<file path="config.mk">
export PLATFORM = sky130hd
export DESIGN_NAME = execute_stage_flat
export DESIGN_NICKNAME = d
export VERILOG_FILES = /design/src/rtl/execute_stage_pkg.sv /design/src/rtl/execute_stage_if.sv /design/src/rtl/execute_stage_alu.sv /design/src/rtl/execute_stage.sv /design/src/flat_wrapper.sv
export SDC_FILE = /design/constraint.sdc
export NUM_CORES = 1
export LEC_CHECK = 0
export BUFFER_PORTS_ARGS = -buffer_cell sky130_fd_sc_hd__clkbuf_2
export CORE_MARGIN = 2
export CORE_UTILIZATION = 50
export DETAILED_ROUTE_END_ITERATION = 6
export PLACE_DENSITY = 0.74
export SLEW_MARGIN = 20
export SYNTH_ARGS = -nofsm -noshare
export SYNTH_HDL_FRONTEND = slang
export SYNTH_HIERARCHICAL = 1
export SYNTH_SLANG_ARGS = --single-unit
</file>
<file path="constraint.sdc">
create_clock -name clk -period 6.3 [get_ports clk]
set_input_delay 0.315 -clock clk [delete_from_list [all_inputs] [get_ports clk]]
set_output_delay 0.315 -clock clk [all_outputs]
set_load 0.05 [all_outputs]
</file>
<file path="src/rtl/execute_stage_pkg.sv">
// -----------------------------------------------------------------------------
// execute_stage_pkg
// Shared types for the execute stage: data/address/instruction words, the ALU
// operation encoding, branch funct3 encodings, forwarding-select encodings and
// the multiply FSM state type. Also hosts the forwarding mux helper.
// -----------------------------------------------------------------------------
package execute_stage_pkg;

  typedef logic [31:0] data_t;
  typedef logic [31:0] addr_t;
  typedef logic [31:0] instr_t;

  typedef enum logic [3:0] {
    ALU_ADD  = 4'd0,
    ALU_SUB  = 4'd1,
    ALU_AND  = 4'd2,
    ALU_OR   = 4'd3,
    ALU_XOR  = 4'd4,
    ALU_SLT  = 4'd5,
    ALU_SLTU = 4'd6,
    ALU_SLL  = 4'd7,
    ALU_SRL  = 4'd8,
    ALU_SRA  = 4'd9,
    ALU_MUL  = 4'd10
  } alu_op_t;

  // Branch condition encodings carried in funct3
  localparam logic [2:0] F3_BEQ  = 3'b000;
  localparam logic [2:0] F3_BNE  = 3'b001;
  localparam logic [2:0] F3_BLT  = 3'b100;
  localparam logic [2:0] F3_BGE  = 3'b101;
  localparam logic [2:0] F3_BLTU = 3'b110;
  localparam logic [2:0] F3_BGEU = 3'b111;

  // Forwarding source selects; 2'b11 falls back to the register value
  localparam logic [1:0] FWD_REG     = 2'b00;
  localparam logic [1:0] FWD_WB      = 2'b01;
  localparam logic [1:0] FWD_MEM     = 2'b10;
  localparam logic [1:0] FWD_REG_ALT = 2'b11;

  typedef enum logic {
    MUL_IDLE = 1'b0,
    MUL_BUSY = 1'b1
  } mul_state_t;

  // Pick an operand from the register file or one of the bypass paths
  function automatic data_t fwdSelect(input logic [1:0] sel, input data_t regVal,
                                      input data_t wbVal, input data_t memVal);
    data_t v;
    case (sel)
      FWD_WB:  v = wbVal;
      FWD_MEM: v = memVal;
      default: v = regVal;
    endcase
    return v;
  endfunction

endpackage

</file>
<file path="src/rtl/execute_stage_if.sv">
// -----------------------------------------------------------------------------
// ex_to_mem_if
// EX/MEM pipeline register bundle. The Execute modport drives the fields,
// the Memory modport consumes them.
//   RegWrite   - destination register write enable
//   ResultSrc  - writeback result select
//   rd         - destination register index
//   alu_result - ALU (or multiply) result
//   funct3     - funct3 passed through for load/store sizing
// -----------------------------------------------------------------------------
interface ex_to_mem_if;
  import execute_stage_pkg::*;

  logic       RegWrite;
  logic [1:0] ResultSrc;
  logic [4:0] rd;
  data_t      alu_result;
  logic [2:0] funct3;

  modport Execute (output RegWrite, ResultSrc, rd, alu_result, funct3);
  modport Memory  (input  RegWrite, ResultSrc, rd, alu_result, funct3);
endinterface

</file>
<file path="src/rtl/execute_stage_alu.sv">
// -----------------------------------------------------------------------------
// alu
// Purely combinational 32-bit ALU. Arithmetic wraps modulo 2^32, shifts use
// b[4:0]. MUL is not handled here and yields 0.
//   a, b   - operands
//   op     - operation select (alu_op_t)
//   result - 32-bit result
// -----------------------------------------------------------------------------
module alu
  import execute_stage_pkg::*;
(
  input  data_t   a,
  input  data_t   b,
  input  alu_op_t op,
  output data_t   result
);

  logic [4:0] shamt;
  assign shamt = b[4:0];

  // Operation decode
  always_comb begin
    result = 32'd0;
    case (op)
      ALU_ADD:  result = a + b;
      ALU_SUB:  result = a - b;
      ALU_AND:  result = a & b;
      ALU_OR:   result = a | b;
      ALU_XOR:  result = a ^ b;
      ALU_SLT:  result = {31'd0, ($signed(a) < $signed(b))};
      ALU_SLTU: result = {31'd0, (a < b)};
      ALU_SLL:  result = a << shamt;
      ALU_SRL:  result = a >> shamt;
      ALU_SRA:  result = data_t'($signed(a) >>> shamt);
      default:  result = 32'd0;
    endcase
  end

endmodule

</file>
<file path="src/rtl/execute_stage.sv">
// -----------------------------------------------------------------------------
// execute_stage
// EX stage of a 5-stage RV32 pipeline: operand forwarding, ALU, branch
// resolution, jump target generation and the EX/MEM pipeline register.
//
// Optional feature macro: RV32M_MUL_EN
//   defined   - ALU_MUL runs a two-cycle IDLE/BUSY multiply; ex_busy stalls
//               ID/EX for one cycle while operands are captured.
//   undefined - no multiplier, ex_busy is 0, MUL returns 0 in one cycle.
//
// Ports
//   clk, reset            - clock, synchronous active-high reset
//   id_valid              - ID/EX holds a live instruction
//   pc, rs1_data, rs2_data, imm, rd, alu_op, alu_src_b, funct3, result_src,
//   reg_write, mem_write, branch, jump, jalr - decoded ID/EX fields
//   fwd_a_sel, fwd_b_sel  - bypass selects for rs1 / rs2
//   mem_alu_result, wb_result - bypass sources
//   flush_e               - squash the instruction in EX
//   EX_to_MEM             - EX/MEM register bundle (registered)
//   MemWriteM, WriteDataM, PCPlus4M - registered alongside EX_to_MEM
//   pc_src, pc_target, ex_busy      - combinational redirect / stall outputs
// -----------------------------------------------------------------------------
module execute_stage
  import execute_stage_pkg::*;
(
  input  logic                clk,
  input  logic                reset,
  input  logic                id_valid,
  input  addr_t               pc,
  input  data_t               rs1_data,
  input  data_t               rs2_data,
  input  data_t               imm,
  input  logic [4:0]          rd,
  input  alu_op_t             alu_op,
  input  logic                alu_src_b,
  input  logic [2:0]          funct3,
  input  logic [1:0]          result_src,
  input  logic                reg_write,
  input  logic                mem_write,
  input  logic                branch,
  input  logic                jump,
  input  logic                jalr,
  input  logic [1:0]          fwd_a_sel,
  input  logic [1:0]          fwd_b_sel,
  input  data_t               mem_alu_result,
  input  data_t               wb_result,
  input  logic                flush_e,
  ex_to_mem_if.Execute        EX_to_MEM,
  output logic                MemWriteM,
  output data_t               WriteDataM,
  output addr_t               PCPlus4M,
  output logic                pc_src,
  output addr_t               pc_target,
  output logic                ex_busy
);

  data_t rs1Fwd;
  data_t rs2Fwd;
  data_t opB;
  data_t aluOut;
  data_t exResult;
  logic  branchCond;

  // Operand bypass and B-operand source select
  always_comb begin
    rs1Fwd = fwdSelect(fwd_a_sel, rs1_data, wb_result, mem_alu_result);
    rs2Fwd = fwdSelect(fwd_b_sel, rs2_data, wb_result, mem_alu_result);
    if (alu_src_b) begin
      opB = imm;
    end else begin
      opB = rs2Fwd;
    end
  end

  alu u_alu (
    .a      (rs1Fwd),
    .b      (opB),
    .op     (alu_op),
    .result (aluOut)
  );

  // Branch comparison on the forwarded register operands (never on imm)
  always_comb begin
    branchCond = 1'b0;
    case (funct3)
      F3_BEQ:  branchCond = (rs1Fwd == rs2Fwd);
      F3_BNE:  branchCond = (rs1Fwd != rs2Fwd);
      F3_BLT:  branchCond = ($signed(rs1Fwd) <  $signed(rs2Fwd));
      F3_BGE:  branchCond = ($signed(rs1Fwd) >= $signed(rs2Fwd));
      F3_BLTU: branchCond = (rs1Fwd <  rs2Fwd);
      F3_BGEU: branchCond = (rs1Fwd >= rs2Fwd);
      default: branchCond = 1'b0;
    endcase
  end

  // JALR target has bit 0 forced low
  assign pc_target = jalr ? ((rs1Fwd + imm) & 32'hFFFF_FFFE) : (pc + imm);
  assign pc_src    = id_valid & ~flush_e & ~ex_busy & (jump | (branch & branchCond));

`ifdef RV32M_MUL_EN
  mul_state_t mulState;
  mul_state_t mulNext;
  data_t      mulA;
  data_t      mulB;
  data_t      mulLow;
  logic       mulStart;

  // A MUL only starts from IDLE; in BUSY the same (held) instruction completes
  assign mulStart = (mulState == MUL_IDLE) & id_valid & ~flush_e & (alu_op == ALU_MUL);
  assign ex_busy  = mulStart;
  assign mulLow   = mulA * mulB;

  // Multiply FSM next-state
  always_comb begin
    mulNext = mulState;
    case (mulState)
      MUL_IDLE: begin
        if (mulStart) begin
          mulNext = MUL_BUSY;
        end else begin
          mulNext = MUL_IDLE;
        end
      end
      MUL_BUSY: mulNext = MUL_IDLE;
      default:  mulNext = MUL_IDLE;
    endcase
  end

  // Multiply FSM state and captured operands; reset drops any in-flight product
  always_ff @(posedge clk) begin
    if (reset) begin
      mulState <= MUL_IDLE;
      mulA     <= 32'd0;
      mulB     <= 32'd0;
    end else begin
      mulState <= mulNext;
      if (mulStart) begin
        mulA <= rs1Fwd;
        mulB <= opB;
      end else begin
        mulA <= mulA;
        mulB <= mulB;
      end
    end
  end

  assign exResult = (mulState == MUL_BUSY) ? mulLow : aluOut;
`else
  assign ex_busy  = 1'b0;
  assign exResult = aluOut;
`endif

  // EX/MEM register: reset, then flush, then stall bubble, then advance
  always_ff @(posedge clk) begin
    if (reset || flush_e || ex_busy || !id_valid) begin
      EX_to_MEM.RegWrite   <= 1'b0;
      EX_to_MEM.ResultSrc  <= 2'b00;
      EX_to_MEM.rd         <= 5'd0;
      EX_to_MEM.alu_result <= 32'd0;
      EX_to_MEM.funct3     <= 3'b000;
      MemWriteM            <= 1'b0;
      WriteDataM           <= 32'd0;
      PCPlus4M             <= 32'd0;
    end else begin
      EX_to_MEM.RegWrite   <= reg_write;
      EX_to_MEM.ResultSrc  <= result_src;
      EX_to_MEM.rd         <= rd;
      EX_to_MEM.alu_result <= exResult;
      EX_to_MEM.funct3     <= funct3;
      MemWriteM            <= mem_write;
      WriteDataM           <= rs2Fwd;
      PCPlus4M             <= pc + 32'd4;
    end
  end

endmodule

</file>
<file path="src/flat_wrapper.sv">
// flat-port wrapper written by rule: the top's interface ports become plain ports
module execute_stage_flat import execute_stage_pkg::*;
  (clk, reset, id_valid, pc, rs1_data, rs2_data, imm, rd, alu_op, alu_src_b, funct3, result_src, reg_write, mem_write, branch, jump, jalr, fwd_a_sel, fwd_b_sel, mem_alu_result, wb_result, flush_e, MemWriteM, WriteDataM, PCPlus4M, pc_src, pc_target, ex_busy, EX_to_MEM_RegWrite, EX_to_MEM_ResultSrc, EX_to_MEM_rd, EX_to_MEM_alu_result, EX_to_MEM_funct3);
  ex_to_mem_if EX_to_MEM_i ();
  input  logic clk;
  input  logic reset;
  input  logic id_valid;
  input  addr_t pc;
  input  data_t rs1_data;
  input  data_t rs2_data;
  input  data_t imm;
  input  logic [4:0] rd;
  input  alu_op_t alu_op;
  input  logic alu_src_b;
  input  logic [2:0] funct3;
  input  logic [1:0] result_src;
  input  logic reg_write;
  input  logic mem_write;
  input  logic branch;
  input  logic jump;
  input  logic jalr;
  input  logic [1:0] fwd_a_sel;
  input  logic [1:0] fwd_b_sel;
  input  data_t mem_alu_result;
  input  data_t wb_result;
  input  logic flush_e;
  output logic MemWriteM;
  output data_t WriteDataM;
  output addr_t PCPlus4M;
  output logic pc_src;
  output addr_t pc_target;
  output logic ex_busy;
  output wire logic [$bits(EX_to_MEM_i.RegWrite)-1:0] EX_to_MEM_RegWrite;
  output wire logic [$bits(EX_to_MEM_i.ResultSrc)-1:0] EX_to_MEM_ResultSrc;
  output wire logic [$bits(EX_to_MEM_i.rd)-1:0] EX_to_MEM_rd;
  output wire logic [$bits(EX_to_MEM_i.alu_result)-1:0] EX_to_MEM_alu_result;
  output wire logic [$bits(EX_to_MEM_i.funct3)-1:0] EX_to_MEM_funct3;
  assign EX_to_MEM_RegWrite = EX_to_MEM_i.RegWrite;
  assign EX_to_MEM_ResultSrc = EX_to_MEM_i.ResultSrc;
  assign EX_to_MEM_rd = EX_to_MEM_i.rd;
  assign EX_to_MEM_alu_result = EX_to_MEM_i.alu_result;
  assign EX_to_MEM_funct3 = EX_to_MEM_i.funct3;
  execute_stage u_core (.clk(clk), .reset(reset), .id_valid(id_valid), .pc(pc), .rs1_data(rs1_data), .rs2_data(rs2_data), .imm(imm), .rd(rd), .alu_op(alu_op), .alu_src_b(alu_src_b), .funct3(funct3), .result_src(result_src), .reg_write(reg_write), .mem_write(mem_write), .branch(branch), .jump(jump), .jalr(jalr), .fwd_a_sel(fwd_a_sel), .fwd_b_sel(fwd_b_sel), .mem_alu_result(mem_alu_result), .wb_result(wb_result), .flush_e(flush_e), .EX_to_MEM(EX_to_MEM_i), .MemWriteM(MemWriteM), .WriteDataM(WriteDataM), .PCPlus4M(PCPlus4M), .pc_src(pc_src), .pc_target(pc_target), .ex_busy(ex_busy));
endmodule
</file>
---- Word level (Yosys, flattened, before mapping) ----
Cells that the tools add are included.
operators by class
  add/subtract/negate cells ............... 5
  magnitude comparators ................... 6
  equal/unequal tests ..................... 20
  shift operators ......................... 3
  mux-type cells .......................... 6
  bitwise logic cells ..................... 8
  reduce and logical (&&, ||, !) cells .... 5
operator list
  kind                     number
  $pmux W32 S10            1
  $lt A32 B32 Y1           4
  $pmux W32 S2             2
  $add A32 B32 Y32         3
  $ge A32 B32 Y1           2
  $mux W32                 2
  $add A32 B3 Y32 const B  1
  $and A32 B32 Y32         1
  $eq A32 B32 Y1           1
  $ne A32 B32 Y1           1
  $or A32 B32 Y32          1
  $shl A32 B5 Y32          1
  $shr A32 B5 Y32          1
  $sshr A32 B5 Y32         1
  $sub A32 B32 Y32         1
  $xor A32 B32 Y32         1
  $eq A4 B3 Y1 const B     4
  $eq A3 B3 Y1 const B     4
  $eq A4 B2 Y1 const B     2
  $eq A4 B4 Y1 const B     2
  $pmux W1 S6              1
  $eq A2 B1 Y1 const B     2
  $eq A2 B2 Y1 const B     2
  $eq A4 B1 Y1 const B     1
  8 further kinds          11
storage, ports and cells
  register bits after elaboration ......... 108
  output and inout port bits .............. 142
  logic and storage cells ................. 61

---- Longest topological paths before layout ----
  depth after elaboration ................. 7
  mapped depth ............................ 23
  gate-level depth less buffers ........... 18

---- Modules after synthesis ----
The synthesis kept the hierarchy.
by module, submodules not included
  module         instances  cells an instance  area each (um2)  seq. area each (um2)
  execute_stage  1          1170               8836.0           2162.1
  alu            1          1287               8831.0           0.0

---- Worst setup path before layout ----
No wires, ideal clock.
  path type ............................... input-to-output
  start point ............................. input port fwd_a_sel[0]
  end point ............................... output port pc_src
  arrival ................................. 4.703 ns
  data required time ...................... 5.985 ns
  setup slack ............................. 1.282 ns
  cell stages on the path ................. 16
  buffers on the path ..................... 1
  path through ............................ inv_1 ha_1 clkbuf_1 a22oi_1 o21ai_0 ha_1 nor2b_1 o21ai_0 nand2b_1 a21oi_1 o21ai_0 a31oi_1 o21ai_0 a211oi_1 o32ai_1 o31ai_1
on the way
  cells in the longest elaborated chain, start to end .. 7
  elaborated cells on any way between the ends .. 13
  those cells by class .................... order compare: 4; eq/ne: 4; mux: 2; bitwise: 3
RTL lines
  item                                          RTL line                 source
  start, declared                               flat_wrapper.sv:22       input logic [1:0] fwd_a_sel;
  $eq A2 B2 Y1 or $eq A2 B1 Y1 (tied branches)  execute_stage_pkg.sv:50  case (sel)
  $pmux W32 S2 (*)                              execute_stage_pkg.sv:50
  net u_core.rs1Fwd[1]                          execute_stage.sv:57      data_t rs1Fwd;
  $ge A32 B32 Y1, or another cell as far along  execute_stage.sv:91      F3_BGEU: branchCond = (rs1Fwd >= rs2Fwd);
  $pmux W1 S6 (*)                               execute_stage.sv:85      case (funct3)
  $and A1 B1 Y1 (*)                             execute_stage.sv:98      assign pc_src = id_valid & ~flush_e & ~ex_busy & (jump | (branch & branchCond));
  $or A1 B1 Y1 (*)                              execute_stage.sv:98
  $and A1 B1 Y1 (*)                             execute_stage.sv:98
  end, declared                                 flat_wrapper.sv:30       output logic pc_src;
Mark *: on every way through the listed nets, which the timed path passes. The rest lies on a longest branch.

---- Final worst setup path ----
  start point ............................. input port fwd_a_sel[0]
  end point ............................... output port pc_target[31]
on the way
  cells in the longest elaborated chain, start to end .. 4
  elaborated cells on any way between the ends .. 5
  those cells by class .................... add/sub: 1; eq/ne: 2; mux: 2
RTL lines
  item                                          RTL line                 source
  $eq A2 B2 Y1 or $eq A2 B1 Y1 (tied branches)  execute_stage_pkg.sv:50
  $pmux W32 S2 (*)                              execute_stage_pkg.sv:50
  net u_core.rs1Fwd[15]                         execute_stage.sv:57
  $add A32 B32 Y32 (*)                          execute_stage.sv:97      assign pc_target = jalr ? ((rs1Fwd + imm) & 32'hFFFF_FFFE) : (pc + imm);
  $mux W32 (*)                                  execute_stage.sv:97
  end, declared                                 flat_wrapper.sv:31       output addr_t pc_target;
Marked as above.

==> flow_summary.toml <==
[run_status]
outcome = "finished with violations"
violations = "design-rule violations"

[setup_path]
crit_path_start_kind = "primary input"
critPathMaxFanout = 33
cpPeakStageDelay_ns = 0.75
path_cells = "clkbuf_2 -> inv_1 -> ha_2 -> buf_4 -> nand2_1 -> o21ai_0 -> buf_4 -> ha_1 -> and4_1 -> and2_1 -> a221oi_1 -> o211ai_1 -> o21ai_1 -> a31oi_1 -> nand4_1 -> o21ai_0 -> nor4_2 -> xnor2_1 -> clkbuf_2"
critPathTopFamily = "compound AO/OA/AOI/OAI gates"
path_buf_inv = 5
path_class = "primary input to primary output"
required_ns = 5.98
end_kind = "primary output"
arrival_ns = 5.02
cpMaxStageDelayCell = "ha_2"

[grt]
grt_pass1_wl_um = 115000
grt_pass1_vias = 19800
grt_max_degree = 78
grt_usage = 0.406
grt_overflow = 0
antenna_found_initial = 3

[power]
p_per_area_mw_per_mm2 = 206
seq_power_share = 0.171
p_switching_mw = 2.16
cellInternalPower_mw = 2.00
p_leak_nw = 9.09
p_sw_frac = 0.520
power.share.combinational = 0.675
pwr-share-clk = 0.155
peakVddDrop_v = 0.000161
finalPower_mw = 4.16

[timing]
min_period_ns = 5.33
setup_viol_count_final = 0
hold_violations = 0
worstMarginPinSlew_ns = 0.901
clock.fmax_mhz = 188
fin_crit_sh = 0.846
slew_headroom = 0.394
timing.setup.tns_ns = 0
drv_slew = 0
rsz0062_at_grt = "no"

[route]
firstDrtPassIters = 7
post_drt_via_cell_ratio = 6.55
wire_per_inst_um = 24.1
ant_nets = 0
finalWirelength_um = 77000
drt_iter0_markers = 2630
via_count = 20900
drc = 1

[clock_tree]
clk_pin_slew_worst_paths_ns = 0.08
postCtsResizedCells = 0
post_cts_buffers = 0
htreeDepth = 3
cts_buffers = 9
cts_buffer_depth = 2
clock_sinks = 108
cts_tree = "built"
root_buffer = "clkbuf_16"
cts_hold_buf = 0

[yosys]
syn_nets = 2876
async_flop_share = 0
synth_cell_types = 97
synth_edf_count = 0
synth_top_flop_cell = "dfxtp_1"
yosys.area.top_type = "ha_1"
ys_seq_elements = 108
avgSynthCellArea_um2 = 7.19
yosysSeqAreaShare = 0.122
yosys.area.top_type_share = 0.138
syn-cell-area_mm2 = 0.0177
synth_area_leaders = "ha_1, dfxtp_1, a21oi_1, nor2_1, o21ai_0"
syn_inst = 2457
yosysWarnings = 6

[placed_design]
io_buffers = 360
gp_congestion = 1.02
hpwlAfterDp_um = 60500

[final_layout]
regArea_mm2 = 0.00216
drive_gt1_frac = 0.200
fill_cells = 3325
nets = 3154
multi_input_area_mm2 = 0.0144
syn2layout_area_growth_pct = 14.3

[job]
cap_violations = 0

[floorplan]
die_area_mm2 = 0.0369
chipHeight_um = 192
start_util = 0.510
core_mm2 = 0.0346
die_x_um = 192
rows = 68
io-pin-count = 362

[worst_hold_path]
holdCritPathClass = "primary input to register"
flip-flops by register name, indices dropped and copies added (netlist names):
name / flops
u_core/EX_to_MEM.RegWrite: 1
u_core/EX_to_MEM.ResultSrc: 2
u_core/EX_to_MEM.alu_result: 32
u_core/EX_to_MEM.funct3: 3
u_core/EX_to_MEM.rd: 5
u_core/MemWriteM: 1
u_core/PCPlus4M: 32
u_core/WriteDataM: 32
per-layer routing:
layer	vias up	share of wire	GRT usage
met2	1395	0.44	0.636
li1	9559	-	-
met3	225	0.11	0.0914
met5	-	0	0
met1	9748	0.40	0.520
met4	0	0.053	0.212
final cells by class:
cell class                 count  area share
clock buffer                  10      0.0113
inverter                     121      0.0225
tap                          455      0.0282
multi-input combinational   2073       0.715
timing repair buffer         422       0.112
antenna                        2    0.000248
clock inverter                 4     0.00378
sequential                   108       0.107
Yosys cell counts, types with 6 or more instances:
library cell    n
buf_1          17
o21bai_1       16
nor2_1        288
buf_2          24
a21oi_1       228
o2111ai_1       6
o21ai_0       197
nor3_1         41
a2111oi_0       7
nand3_1        46
nand4_1        26
nand2_1       219
buf_4           7
nor4_1         21
nand2b_1       26
a31oi_1        28
o21a_1         16
o22ai_1        13
xor2_1         42
o31ai_1        23
and3_1         19
nor2b_1        19
a211oi_1       24
clkbuf_1       98
nor3b_1         7
and2_1         62
xnor2_1        55
a21o_1         53
a311oi_1        7
mux2i_1        46
o221ai_1       16
o211ai_1       38
ha_1          195
inv_1         116
a211o_1         6
o21ai_1         7
mux2_2         27
mux4_2         32
a221oi_1       13
or3_1          16
dfxtp_1       108
buf_6           9
a22oi_1        80
power by group through the flow:
stage	Clock [mW]	Sequential, mW	Combinational, mW
finish	0.645	0.710	2.81
CTS	0.659	0.710	2.72
global route	0.672	0.712	2.99
floorplan	0	0.799	1.86
global placement	0	0.726	2.69
detailed placement	0	0.726	2.70
placed cells by master, fill, tap and decap left out, drive strengths merged, types with 24 or more instances in the layout:
| cell | Yosys | final |
|---|---|---|
| clkbuf | 98 | 370 |
| nor2 | 288 | 288 |
| a21oi | 232 | 232 |
| nand2 | 219 | 219 |
| o21ai | 205 | 205 |
| ha | 195 | 195 |
| inv | 119 | 119 |
| dfxtp | 108 | 108 |
| a22oi | 80 | 80 |
| and2 | 63 | 63 |
| buf | 57 | 62 |
| xnor2 | 55 | 55 |
| a21o | 53 | 53 |
| nand3 | 46 | 46 |
| mux2i | 46 | 46 |
| xor2 | 42 | 42 |
| nor3 | 42 | 42 |
| o211ai | 38 | 38 |
| mux4 | 36 | 36 |
| a31oi | 29 | 29 |
| mux2 | 27 | 27 |
| a211oi | 27 | 27 |
| nand4 | 26 | 26 |
| nand2b | 26 | 26 |
| o31ai | 24 | 24 |
path summary, 6_finish.rpt:
| kind | start | endpoint | cells after the start |
|---|---|---|---|
| hold / removal | mem_write | u_core/MemWriteM | 2 |
| setup / recovery | fwd_a_sel[0] | pc_target[31] | 19 |
metrics by stage:
stage / instances / utilization / hold WS (ns) / cell area (um^2) / setup WS (ns)
after floorplan: 2457 / - / 0.387 / 17700 / 1.28
after global placement: 3179 / 0.574 / 0.515 / 19900 / 0.941
after detailed placement: 3179 / 0.574 / 0.520 / 19900 / 0.880
after CTS: 3193 / 0.583 / 0.108 / 20200 / 1.09
after global routing: 3194 / 0.583 / 0.132 / 20200 / 0.731
final: 3195 / 0.583 / 0.121 / 20200 / 0.968
cells by family (layout without fill, tap and decap cells):
family / Yosys count / after routing / share of synthesized area
muxes: 109 / 109 / 0.0900
and+or+nand+nor: 820 / 820 / 0.217
xor gates and xnor gates: 97 / 97 / 0.0481
adders and majority gates: 199 / 199 / 0.143
AOI/OAI and AO/OA: 847 / 847 / 0.314
other: 1 / 3 / 0.000212
DFF: 108 / 108 / 0.122
buffers and inverters: 276 / 557 / 0.0657
Note: power is estimated with default switching activity, not from simulation.
